--- config.mk ---
export PLATFORM = sky130hd
export DESIGN_NAME = lfsr_rr_server
export DESIGN_NICKNAME = d
export VERILOG_FILES = /design/src/rtl/lfsr_rr_server.sv
export SDC_FILE = /design/constraint.sdc
export NUM_CORES = 1
export LEC_CHECK = 0
export CAP_MARGIN = 20
export CORE_MARGIN = 2
export CORE_UTILIZATION = 44
export CTS_CLUSTER_SIZE = 10
export DETAILED_ROUTE_END_ITERATION = 8
export GPL_TIMING_DRIVEN = 0
export MAX_ROUTING_LAYER = met4
export PLACE_DENSITY_LB_ADDON = 0.05
export SYNTH_ARGS = -nofsm -noshare
export SYNTH_HDL_FRONTEND = slang
export SYNTH_SLANG_ARGS = --single-unit
--- constraint.sdc ---
create_clock -name clk -period 1.7 [get_ports clk]
set_clock_uncertainty 0.1 [all_clocks]
set_input_delay 0.34 -clock clk [delete_from_list [all_inputs] [get_ports clk]]
set_output_delay 0.34 -clock clk [all_outputs]
set_load 0.02 [all_outputs]
--- src/rtl/lfsr_rr_server.sv ---
// -----------------------------------------------------------------------------
// lfsr_rr_server
// Shares one Fibonacci LFSR among NREQ requesters. A round-robin arbiter picks
// one requester per cycle. Each grant hands out the current LFSR value, and
// only then is the LFSR stepped. The sequence per grant is therefore
// deterministic: it does not depend on idle cycles.
// After reset or a reseed, WARMUP LFSR steps are discarded before serving.
//
// Ports:
//   clk        in   clock, rising edge
//   reset      in   synchronous, active-high
//   req        in   [NREQ]  per-requester request level
//   seed_load  in   one-cycle pulse, load seed_val (zero maps to SEED)
//   seed_val   in   [WIDTH] new seed
//   gnt        out  [NREQ]  registered one-hot grant pulse
//   rnd_valid  out  high whenever gnt is nonzero
//   rnd_data   out  [WIDTH] value for the granted requester, held after gnt
//   ready      out  high while serving
// -----------------------------------------------------------------------------
module lfsr_rr_server #(
   parameter int               NREQ   = 4,
   parameter int               WIDTH  = 4,
   parameter logic [WIDTH-1:0] TAPS   = 4'hC,
   parameter logic [WIDTH-1:0] SEED   = 4'hF,
   parameter int               WARMUP = 3
) (
   input  logic             clk,
   input  logic             reset,
   input  logic [NREQ-1:0]  req,
   input  logic             seed_load,
   input  logic [WIDTH-1:0] seed_val,
   output logic [NREQ-1:0]  gnt,
   output logic             rnd_valid,
   output logic [WIDTH-1:0] rnd_data,
   output logic             ready
);

   localparam int LW = (NREQ > 1) ? $clog2(NREQ) : 1;

   typedef enum logic {
      WARMUP_S = 1'b0,
      SERVE_S  = 1'b1
   } state_t;

   state_t           state_reg, state_next;
   logic [WIDTH-1:0] lfsr_reg, lfsr_next;
   logic [3:0]       cnt_reg, cnt_next;
   logic [LW-1:0]    last_reg, last_next;
   logic [NREQ-1:0]  gnt_reg, gnt_next;
   logic [WIDTH-1:0] rnd_data_reg, rnd_data_next;
   logic             ready_reg;

   logic [WIDTH-1:0] lfsr_step;
   logic             found;
   logic [LW-1:0]    winner;
   logic [LW-1:0]    cand;

   assign lfsr_step = {lfsr_reg[WIDTH-2:0], ^(lfsr_reg & TAPS)};

   // Round-robin search: scan last+1, last+2, ... (mod NREQ). The previous
   // winner comes last, so a lone continuous requester still wins every cycle.
   always_comb begin
      found  = 1'b0;
      winner = '0;
      cand   = '0;
      for (int k = 1; k <= NREQ; k++) begin
         cand = LW'((int'(last_reg) + k) % NREQ);
         if (!found && req[cand]) begin
            found  = 1'b1;
            winner = cand;
         end
      end
   end

   always_comb begin
      state_next    = state_reg;
      lfsr_next     = lfsr_reg;
      cnt_next      = cnt_reg;
      last_next     = last_reg;
      gnt_next      = '0;
      rnd_data_next = rnd_data_reg;

      if (seed_load) begin
         // A reseed wins over a grant on the same edge. A zero seed would
         // lock up the LFSR, so SEED is loaded in its place.
         lfsr_next  = (seed_val == '0) ? SEED : seed_val;
         cnt_next   = 4'(WARMUP);
         state_next = WARMUP_S;
      end else begin
         case (state_reg)
            WARMUP_S: begin
               if (cnt_reg != 4'd0) begin
                  lfsr_next = lfsr_step;
                  cnt_next  = cnt_reg - 4'd1;
               end else begin
                  state_next = SERVE_S;
               end
            end
            SERVE_S: begin
               if (found) begin
                  gnt_next[winner] = 1'b1;
                  rnd_data_next    = lfsr_reg;
                  lfsr_next        = lfsr_step;
                  last_next        = winner;
               end
            end
            default: state_next = WARMUP_S;
         endcase
      end
   end

   always_ff @(posedge clk) begin
      if (reset) begin
         state_reg    <= WARMUP_S;
         lfsr_reg     <= SEED;
         cnt_reg      <= 4'(WARMUP);
         last_reg     <= LW'(NREQ - 1);
         gnt_reg      <= '0;
         rnd_data_reg <= '0;
         ready_reg    <= 1'b0;
      end else begin
         state_reg    <= state_next;
         lfsr_reg     <= lfsr_next;
         cnt_reg      <= cnt_next;
         last_reg     <= last_next;
         gnt_reg      <= gnt_next;
         rnd_data_reg <= rnd_data_next;
         ready_reg    <= (state_next == SERVE_S);
      end
   end

   assign gnt       = gnt_reg;
   assign rnd_valid = |gnt_reg;
   assign rnd_data  = rnd_data_reg;
   assign ready     = ready_reg;

endmodule

==> flow_summary.html <==
<table>
<tr><th>Metric</th><th>Value</th></tr>
<tr><th colspan="2">Route</th></tr>
<tr><td>Max layer used</td><td>met4</td></tr>
<tr><td>Routed met2 length</td><td>854 um</td></tr>
<tr><td>Post-Route WL</td><td>1.78 mm</td></tr>
<tr><td>DR vias</td><td>805</td></tr>
<tr><td>Initial detailed-routing violation count</td><td>2</td></tr>
<tr><td>M1 wire length</td><td>844 um</td></tr>
<tr><td>Pre-antenna DRT Iters</td><td>2</td></tr>
<tr><td>Post-route ant nets</td><td>0</td></tr>
<tr><td>Average routed wire per standard cell</td><td>11.4 um</td></tr>
<tr><td>Via count normalized by instance count</td><td>5.16</td></tr>
<tr><td>Detailed-route DRC error count</td><td>0</td></tr>
<tr><td>Met3 wire length</td><td>64 um</td></tr>
<tr><th colspan="2">Pwr</th></tr>
<tr><td>Clock Power Share</td><td>28.2%</td></tr>
<tr><td>Switching share of power</td><td>24.4%</td></tr>
<tr><td>Peak supply drop</td><td>0.510 mV</td></tr>
<tr><td>Switching power total</td><td>0.000191 W</td></tr>
<tr><td>Leakage power total</td><td>0.675 nW</td></tr>
<tr><td>Part of the total power dissipated in sequential elements</td><td>59.5%</td></tr>
<tr><td>Total internal power</td><td>0.000591 W</td></tr>
<tr><td>Power Density</td><td>625 nW/um2</td></tr>
<tr><td>Proportion of power drawn by combinational gates</td><td>12.4%</td></tr>
<tr><th colspan="2">GRT</th></tr>
<tr><td>Global-route wire length before repair</td><td>2.90 mm</td></tr>
<tr><td>Number of global-route vias before repair</td><td>705</td></tr>
<tr><td>Global-route usage over all layers</td><td>15.0%</td></tr>
<tr><td>Maximum number of pins on one net before global-route repair</td><td>12</td></tr>
<tr><td>Congestion Overflow GR</td><td>0</td></tr>
<tr><td>Number of antenna violations at the first check in global routing</td><td>0</td></tr>
<tr><th colspan="2">Critical path</th></tr>
<tr><td>Critical Path Sink</td><td>rnd_valid</td></tr>
<tr><td>Launching element of the worst setup path</td><td>gnt[1]$_SDFF_PP0_</td></tr>
<tr><td>Critical path required time</td><td>1.26 ns</td></tr>
<tr><td>Critical Path Start Type</td><td>flip-flop</td></tr>
<tr><td>Worst reg2reg setup slack</td><td>0.07 ns</td></tr>
<tr><td>Type of the worst setup path</td><td>flip-flop to primary output</td></tr>
<tr><td>Worst R2R Start</td><td>cnt_reg[0]$_SDFFE_PP1P_</td></tr>
<tr><td>Maximum fanout along the worst path</td><td>2</td></tr>
<tr><td>Worst reg-to-reg path cell count</td><td>6</td></tr>
<tr><td>Reg-to-Reg End</td><td>lfsr_reg[0]$_SDFFE_PP1P_</td></tr>
<tr><td>CP Capture Type</td><td>primary output</td></tr>
<tr><td>Critical path arrival</td><td>1.29 ns</td></tr>
<tr><th colspan="2">Job</th></tr>
<tr><td>Max-cap violations</td><td>0</td></tr>
<tr><th colspan="2">Hold path</th></tr>
<tr><td>Tightest Hold Check Type</td><td>input pin to flip-flop</td></tr>
<tr><td>Start point of the worst min-delay path</td><td>reset</td></tr>
<tr><th colspan="2">Logic synthesis</th></tr>
<tr><td>Post-Synthesis Cells</td><td>103</td></tr>
<tr><td>Mapped Avg Cell Area</td><td>9.16 um2</td></tr>
<tr><td>Net Count, Synth</td><td>115</td></tr>
<tr><td>Library cell with the largest summed area after synthesis</td><td>sky130_fd_sc_hd__dfxtp_1</td></tr>
<tr><td>Synthesis Warnings</td><td>0</td></tr>
<tr><td>Largest cells by area after synthesis</td><td>sky130_fd_sc_hd__dfxtp_1, sky130_fd_sc_hd__nor2_1, sky130_fd_sc_hd__nor3_1</td></tr>
<tr><td>Proportion of synthesized chip area in sequential cells</td><td>40.3%</td></tr>
<tr><td>Synthesized cell area</td><td>943 um2</td></tr>
<tr><td>Distinct cell type count after synthesis</td><td>38</td></tr>
<tr><td>Post-synth top area share</td><td>40.3%</td></tr>
<tr><td>Number of flip-flops and latches in the synthesized netlist</td><td>19</td></tr>
<tr><th colspan="2">STA</th></tr>
<tr><td>Hold Vio Cnt, Final</td><td>0</td></tr>
<tr><td>Worst Tran Pin Value</td><td>0.454 ns</td></tr>
<tr><td>Final period utilization</td><td>102%</td></tr>
<tr><td>Worst relative slew slack</td><td>69.2%</td></tr>
<tr><td>Final Hold Slack</td><td>0.275 ns</td></tr>
<tr><td>Final setup viols</td><td>1</td></tr>
<tr><td>Unrepaired setup endpoints after global routing</td><td>true</td></tr>
<tr><td>Final worst path period need</td><td>1.73 ns</td></tr>
<tr><td>Setup slack of the critical path after layout</td><td>-0.0257 ns</td></tr>
<tr><td>Max Clock Freq</td><td>579 MHz</td></tr>
<tr><td>Number of pins with negative max-slew slack in the final report</td><td>0</td></tr>
<tr><th colspan="2">Floorplanning</th></tr>
<tr><td>Num rows</td><td>16</td></tr>
<tr><td>Initial core utilization</td><td>47.1%</td></tr>
<tr><td>Die Wd</td><td>50.3 um</td></tr>
<tr><td>Floorplan Core Area</td><td>2000 um2</td></tr>
<tr><td>Top-level port count</td><td>21</td></tr>
<tr><td>Full die area</td><td>2530 um2</td></tr>
<tr><td>Die Span Y</td><td>50.3 um</td></tr>
<tr><th colspan="2">Clocking</th></tr>
<tr><td>Worst-skew pair later-pin latency</td><td>0.28 ns</td></tr>
<tr><td>Number of H-tree levels</td><td>1</td></tr>
<tr><td>Clock Pin Slew Worst Setup and Hold Paths</td><td>0.11 ns</td></tr>
<tr><td>CTS tree</td><td>yes</td></tr>
<tr><td>Longest Clk Path Bufs</td><td>2</td></tr>
<tr><td>TritonCTS Buffers</td><td>3</td></tr>
<tr><td>Number of clock sinks seen by CTS</td><td>19</td></tr>
<tr><td>Root Driver</td><td>sky130_fd_sc_hd__clkbuf_4</td></tr>
<tr><th colspan="2">Final layout</th></tr>
<tr><td>Post-Layout Cell Count</td><td>156</td></tr>
<tr><td>Fraction of final layout cells with drive strength greater than 1</td><td>18.6%</td></tr>
<tr><td>Net count reported at finish</td><td>142</td></tr>
<tr><td>Fillcell total</td><td>176</td></tr>
<tr><td>Commonest cells after routing, fill and taps aside</td><td>sky130_fd_sc_hd__dfxtp_1, sky130_fd_sc_hd__nor2_1, sky130_fd_sc_hd__nor3_1, sky130_fd_sc_hd__dlymetal6s2s_1, sky130_fd_sc_hd__clkdlybuf4s50_1</td></tr>
<tr><td>N_diodes</td><td>0</td></tr>
<tr><td>Commonest non-fill, non-tap cell in the layout</td><td>sky130_fd_sc_hd__dfxtp_1</td></tr>
<tr><td>Layout-stage area growth over the synthesis result</td><td>32.6%</td></tr>
<tr><th colspan="2">Placed design</th></tr>
<tr><td>Inst Count DP</td><td>149</td></tr>
<tr><td>Buffers on Ports</td><td>19</td></tr>
<tr><td>Final HPWL DP</td><td>1.35 mm</td></tr>
<tr><td>Weighted congestion at the end of routability-driven global placement</td><td>0.751</td></tr>
<tr><th colspan="2">Outcome</th></tr>
<tr><td>Status</td><td>finished with violations</td></tr>
<tr><td>Failing checks</td><td>negative setup slack</td></tr>
</table>
[cells in the mapped netlist]
library cell	instances
sky130_fd_sc_hd__nor3b_4	1
sky130_fd_sc_hd__or3_1	1
sky130_fd_sc_hd__xor2_1	1
sky130_fd_sc_hd__nor3b_1	1
sky130_fd_sc_hd__o22ai_1	1
sky130_fd_sc_hd__a211o_1	1
sky130_fd_sc_hd__nand2b_1	2
sky130_fd_sc_hd__and3b_1	2
sky130_fd_sc_hd__o311ai_1	1
sky130_fd_sc_hd__a31oi_1	1
sky130_fd_sc_hd__nor2b_1	3
sky130_fd_sc_hd__nor4_1	1
sky130_fd_sc_hd__mux2_2	1
sky130_fd_sc_hd__a21o_1	2
sky130_fd_sc_hd__and3_1	2
sky130_fd_sc_hd__o21ai_1	2
sky130_fd_sc_hd__nor3_2	3
sky130_fd_sc_hd__o21ai_0	2
sky130_fd_sc_hd__xnor2_1	3
sky130_fd_sc_hd__or4_1	1
sky130_fd_sc_hd__buf_2	3
sky130_fd_sc_hd__or2b_1	1
sky130_fd_sc_hd__mux2i_1	4
sky130_fd_sc_hd__dfxtp_1	19
sky130_fd_sc_hd__a21oi_1	5
sky130_fd_sc_hd__nor4_4	1
sky130_fd_sc_hd__a22oi_2	1
sky130_fd_sc_hd__nand2_1	1
sky130_fd_sc_hd__ha_1	1
sky130_fd_sc_hd__a211oi_1	2
sky130_fd_sc_hd__inv_1	3
sky130_fd_sc_hd__buf_6	1
sky130_fd_sc_hd__nor2_1	14
sky130_fd_sc_hd__nor3_1	10
sky130_fd_sc_hd__o21a_1	2
sky130_fd_sc_hd__o311ai_0	1
sky130_fd_sc_hd__a32oi_1	1
sky130_fd_sc_hd__clkbuf_1	1
[power groups by stage]
stage / logic [W] / registers [W] / clock network [W]
5_1_grt: 0.000107 / 0.000466 / 0.000253
3_5_place_dp: 0.0000954 / 0.000475 / 0
2_1_floorplan: 0.0000525 / 0.000473 / 0
6_report: 0.0000969 / 0.000465 / 0.000220
4_1_cts: 0.0000944 / 0.000465 / 0.000226
3_3_place_gp: 0.0000941 / 0.000475 / 0
[logic make-up after synthesis]
| family | count (synthesis) | synth area share, % |
|---|---|---|
| flops | 19 | 40.3 |
| compound gates | 22 | 15.9 |
| simple gates | 44 | 28.9 |
| buf+inv | 8 | 4.38 |
| xor+xnor | 4 | 3.71 |
| fa+ha+maj | 1 | 1.33 |
| mux | 5 | 5.44 |
[cell type report]
type	instances	area, um2	area share [%]
Multi-Input combinational cell	76	528	42.2
Sequential cell	19	384	30.7
Timing Repair Buffer	22	236	18.9
Tap cell	27	33.8	2.70
Buffer	5	30.0	2.40
Clock buffer	3	22.5	1.80
Inverter	3	11.3	0.900
Clock inverter	1	5.00	0.400
[stage by stage]
stage	power (W)	util (%)	worst slack, ns	TNS [ns]	cell area, um2
2_1_floorplan	0.000526	-	0.0862	0	943
3_3_place_gp	0.000569	58.3	-0.301	-3.22	1170
3_5_place_dp	0.000570	58.3	-0.332	-3.66	1170
4_1_cts	0.000786	59.4	-0.0167	-0.0167	1190
5_1_grt	0.000827	62.5	-0.0789	-0.0789	1250
6_report	0.000782	62.5	-0.0257	-0.0257	1250
[routing by layer]
metal  global-route usage [%]  vias to the layer above
li1                         -                      426
met1                     16.6                      364
met2                     27.4                       13
met3                     3.87                        2
met4                     2.70                        0
met5                        -                        -
[how the worst min path moves through the flow]
stage	to	slack [ns]	cells after the start
after detailed placement	rnd_data[1]$_SDFFE_PP0P_	0.39	2
after CTS	gnt[2]$_SDFF_PP0_	0.28	2
final	gnt[2]$_SDFF_PP0_	0.28	2
after global placement	rnd_data[1]$_SDFFE_PP0P_	0.38	2
after floorplan	rnd_data[0]$_SDFFE_PP0P_	0.37	2
after global routing	gnt[2]$_SDFF_PP0_	0.28	2
[worst max-delay path, stage by stage, from the launching register on]
cell                      delay, ns
sky130_fd_sc_hd__dfxtp_2       0.34
sky130_fd_sc_hd__or4_4         0.52
sky130_fd_sc_hd__buf_6         0.14
[repair_timing]
| action | in CTS | in global routing |
|---|---|---|
| pin swaps | 1 | 1 |
| setup buffers | 0 | 3 |
| hold endpoints to repair | 0 | 0 |
| hold buffers | 0 | 0 |
| setup endpoints to repair | 6 | 18 |
| gates resized for setup | 7 | 16 |
Power figures use the tool's default switching activity.
